**config.mk**
```make
export PLATFORM = sky130hd
export DESIGN_NAME = t1_outstanding_counter
export DESIGN_NICKNAME = d
export VERILOG_FILES = /design/src/rtl/t1_tb_idle_tracker_counter.sv
export SDC_FILE = /design/constraint.sdc
export NUM_CORES = 1
export LEC_CHECK = 0
export BUFFER_PORTS_ARGS = -buffer_cell sky130_fd_sc_hd__clkbuf_2
export CORE_MARGIN = 4
export CORE_UTILIZATION = 45
export DETAILED_ROUTE_END_ITERATION = 10
export GPL_TIMING_DRIVEN = 1
export PLACE_DENSITY = 0.85
export SLEW_MARGIN = 20
export SYNTH_ARGS = -nofsm -noshare
export SYNTH_HDL_FRONTEND = slang
export SYNTH_SLANG_ARGS = --single-unit
```
**constraint.sdc**
```tcl
create_clock -name clock -period 1.7 [get_ports clock]
set_input_delay 0.34 -clock clock [delete_from_list [all_inputs] [get_ports clock]]
set_output_delay 0.34 -clock clock [all_outputs]
set_load 0.02 [all_outputs]
```
**src/rtl/t1_tb_idle_tracker_counter.sv**
```systemverilog
// ---------------------------------------------------------------------------
// t1_outstanding_counter
//   Saturating up/down counter of in-flight transactions for one port.
//   Ports:
//     clock, reset_n   clock, async active-low reset
//     req_i            request accepted (+1)
//     rsp_i            response completed (-1)
//     cnt_o            current count
//     cnt_d_o          count after the coming edge
//     ovf_o            pulse: req alone while saturated (count held)
//     udf_o            pulse: rsp alone while empty (count held at 0)
// ---------------------------------------------------------------------------
module t1_outstanding_counter #(
    parameter int CNT_W = 8
) (
    input  logic             clock,
    input  logic             reset_n,
    input  logic             req_i,
    input  logic             rsp_i,
    output logic [CNT_W-1:0] cnt_o,
    output logic [CNT_W-1:0] cnt_d_o,
    output logic             ovf_o,
    output logic             udf_o
);
    logic [CNT_W-1:0] cnt_q;
    logic [CNT_W-1:0] cnt_d;

    // Simultaneous req+rsp cancel out, so they never raise an error even
    // at the saturation bounds.
    always_comb begin
        cnt_d = cnt_q;
        ovf_o = 1'b0;
        udf_o = 1'b0;
        if (req_i && !rsp_i) begin
            if (&cnt_q) ovf_o = 1'b1;
            else        cnt_d = cnt_q + 1'b1;
        end else if (rsp_i && !req_i) begin
            if (cnt_q == '0) udf_o = 1'b1;
            else             cnt_d = cnt_q - 1'b1;
        end
    end

    always_ff @(posedge clock or negedge reset_n) begin
        if (!reset_n) cnt_q <= '0;
        else          cnt_q <= cnt_d;
    end

    assign cnt_o   = cnt_q;
    assign cnt_d_o = cnt_d;

endmodule

```
==> summary.txt, run 1 <==
outcome - aborted with a tool error
Stop stage - global routing (5_1_grt)
stop err - [ERROR DPL-0038] Utilization greater than 100%, impossible to legalize
Port Buffers - 21
Syn Nets - 93
chip height - 48.3 µm
WEP type - output port
FFs w/ async S/R, synth - 1.00
CTS sink cnt - 8
Top-Level Pins - 22
Yosys warnings - 0
die span in x - 48.3 µm
worst endpoint after global-route timing repair - cnt_d_o[1]
Netlist cell types - 38
Placer Congestion - 0.971
number of enable flip-flop cells after synthesis - 0
Starting Density - 0.480
sequential area share after synthesis - 0.274
Main synth FF type - dfrtp_1
Num CTS Buffers - 3
Seq cells post-synth - 8
Avg Cell Area, Syn - 8.51 µm²
DP Worst Slack - -348 ps
Detail Placement HPWL - 2060 µm
Max clock buf depth - 2
largest net degree at the start of global routing - 12
Mapped Cells - 86
root buf cell - clkbuf_4
cell area after synthesis - 732 µm²
Core Rows - 14
H-tree Lvls - 1
## repair_timing
action | in CTS
buffers inserted | 11
pin swaps | 11
gates resized for setup | 25
hold buffers | 1
endpoints found under the setup margin | 10
endpoints found under the hold margin | 8
## kinds of logic after synthesis
group                      count (synthesis)  synth area share
AOI/OAI and AO/OA                         28             0.289
buffers and inverters                      9            0.0615
DFF                                        8             0.274
xor gates and xnor gates                   2            0.0239
and+or+nand+nor                           36             0.301
adders and majority gates                  3            0.0513
## through the flow
stage	hold slack, ps	cells	util	instance area (µm²)
2_1_floorplan	44.4	86	-	812
3_3_place_gp	204	151	0.757	1150
3_5_place_dp	208	151	0.757	1150
4_1_cts	396	167	0.917	1400
## Yosys cell counts, types with 2 or more instances
library cell  n  share of area
dfrtp_1       8           0.27
nand3_1       7          0.048
nand2_1       6          0.031
o211ai_1      5          0.051
o21ai_0       5          0.034
a31oi_1       4          0.034
and3_1        4          0.034
inv_1         4          0.021
nor2_1        4          0.021
buf_2         3          0.021
ha_1          3          0.051
nand4_1       3          0.026
nor3_1        3          0.021
o22ai_1       2          0.017
o311ai_0      2          0.024
==> run 2: changes to the inputs <==
Settings changed: CORE_AREA from default to 4 4 65 67, CORE_MARGIN 4 to default, CORE_UTILIZATION 45 to default, DIE_AREA from default to 0 0 69 71, PLACE_DENSITY 0.85 to default, PLACE_DENSITY_LB_ADDON from default to 0.15.
Clock period 1.7 ns to 2.2 ns, I/O delays scaled along.
==> run 2 against run 1 <==
  * Synthesized cell count unchanged
  * Synthesized area unchanged
  * The flow now finishes, with violations (negative setup slack)
==> summary.txt, run 2 <==
outcome - finished, violations left
failing checks - negative setup slack
Post-DP Area - 0.00103 mm²
Starting Density - 0.201
H-tree Lvls - 1
Avg WL per Cell - 15.5 µm
Top-Level Pins - 22
Setup crit end kind - output port
antenna violations before repair - 0
layout cells sized above 1 - 0.612
CP arrival - 1890 ps
largest net degree at the start of global routing - 12
met3 Usage GRT - 0.0170
internal power - 0.988 mW
Ant. Diodes - 0
First-pass DRT Iterations - 4
Max Cap Violations - 0
Detail Placement HPWL - 2000 µm
Core Rows - 22
root buf cell - clkbuf_8
Fillers - 376
via/cell ratio - 5.09
Max clock buf depth - 2
DRC - 0
Mapped Cells - 86
chip height - 71 µm
Area contributors post-synth - dfrtp_1, ha_1, o211ai_1
hold crit path type - input pin to async pin
Yosys warnings - 0
most frequent cell after synthesis - dfrtp_1
Yosys top cell by area - dfrtp_1
number of enable flip-flop cells after synthesis - 0
CP startpoint kind - flip-flop
area share of the largest cell type after synthesis - 0.274
die footprint - 0.00490 mm²
NumNets Final - 148
Syn Nets - 93
Vias - 952
FFs w/ async S/R, synth - 1.00
max-slew violations - 0
Finished Cell Area - 0.00138 mm²
sequential power share - 0.172
vias in the first global route - 961
Setup Total Neg Slack - -344 ps
Fmax - 0.430 GHz
Total GRT Usage - 0.121
cell area after synthesis - 732 µm²
clk_lat worst skew - 230 ps
GRT overflow - 0
final hold violation count - 0
Detailed Route Iter0 Violations - 84
sequential area share after synthesis - 0.274
Largest register FFs - 8
Antenna Violating Nets Remaining - 0
Placer Congestion - 0.849
critical path class - flip-flop to output port
CTS tree - built
met1 Use GR - 0.144
RSZ-0062 raised after global routing - true
Num CTS Buffers - 3
Worst Clk Skew - 2.50 ps
Seq cells post-synth - 8
max-slew headroom at the worst pin - 0.716
PD cells - 1350 mW/mm²
Detailed Route WL - 2910 µm
Comb pwr share - 0.727
global-route wire length before repair - 4800 µm
Clock power frac - 0.101
WHS - 55.4 ps
met2 Use GR - 0.207
core area - 0.00363 mm²
commonest cells after routing, fill and taps aside - buf_4, clkbuf_2, nand2_1
post-route minimum period - 2330 ps
CP max FO - 4
Netlist cell types - 38
worst path required time - 1760 ps
Main synth FF type - dfrtp_1
worst slew pin tran - 424 ps
setup ws final - -128 ps
sw power - 0.873 mW
post-route clock period utilization - 1.06
die span in x - 69 µm
Port Buffers - 21
Most Crowded Layer GR - met2
switching share of power - 0.469
Avg Cell Area, Syn - 8.51 µm²
DP Worst Slack - -44.1 ps
VDD IR-drop max - 0.408 mV
most common cell after layout, fill and taps aside - buf_4
PnR Total Power - 1.86 mW
Final Setup Violations - 5
hold_buf cts - 0
area delta synth->final - 88.2%
CTS sink cnt - 8
commonest cells in the netlist - dfrtp_1, nand3_1, nand2_1
clk slew on worst S/H paths - 50 ps
Leak Pwr - 0.580 nW
[run 2: cell counts after synthesis]
Identical to the previous run, type by type.
[run 2: metal layers]
layer,vias to the layer above,wire [µm]
met5,-,0
met3,8,105
met2,30,1510
li1,446,-
met1,468,1220
met4,0,69
[run 2: cell families after synthesis]
group | share of synthesized area
AOI/OAI and AO/OA | 0.289
xor gates and xnor gates | 0.0239
adders and majority gates | 0.0513
buffers and inverters | 0.0615
DFF | 0.274
and+or+nand+nor | 0.301
[run 2: power groups by stage]
stage | Sequential, mW | Clock (mW) | Combinational [mW]
3_5_place_dp | 0.313 | 0 | 0.920
4_1_cts | 0.320 | 0.190 | 1.28
5_1_grt | 0.331 | 0.198 | 1.45
3_3_place_gp | 0.315 | 0 | 0.928
6_report | 0.320 | 0.188 | 1.35
2_1_floorplan | 0.370 | 0 | 0.511
[run 2: path summary, 6_finish.rpt]
check	depth (start not counted)	to	start	slack, ps
hold reg to reg	1	cnt_o[3]	cnt_o[3]	700
setup reg to reg	7	cnt_o[1]	cnt_o[0]	490
setup / recovery	7	cnt_d_o[1]	cnt_o[0]	-130
min in group clock	3	cnt_o[4]	rsp_i	660
max in group asynchronous	1	cnt_o[2]	reset_n	1940
hold / removal	1	cnt_o[3]	reset_n	60
[run 2: stage by stage]
stage / instances / util
after floorplan: 86 / -
after global placement: 168 / 0.284
after detailed placement: 168 / 0.284
after CTS: 185 / 0.366
after global routing: 187 / 0.379
final: 187 / 0.379
[run 2: worst max-delay path, stage by stage (launching register included)]
cell      delay [ps]
dfrtp_1          390
inv_2             80
ha_4             120
nor3b_4          260
nand2_4          100
a31o_1           250
a221oi_4         250
clkbuf_8         190
[run 2: repair_timing]
item,in CTS,in global routing
setup buffers,16,2
setup endpoints to repair,8,8
pin swaps,15,5
resized for setup,35,11
[run 2: area by class of cell]
| cell class | count | area (µm²) | area share |
|---|---|---|---|
| Multi-Input combinational cell | 69 | 637 | 0.462 |
| Timing Repair Buffer | 55 | 419 | 0.304 |
| Tap cell | 48 | 60.1 | 0.0436 |
| Sequential cell | 8 | 205 | 0.149 |
| Clock buffer | 3 | 41.3 | 0.0300 |
| Inverter | 4 | 15.0 | 0.0109 |
No activity file was read; power rests on OpenSTA's default activity.
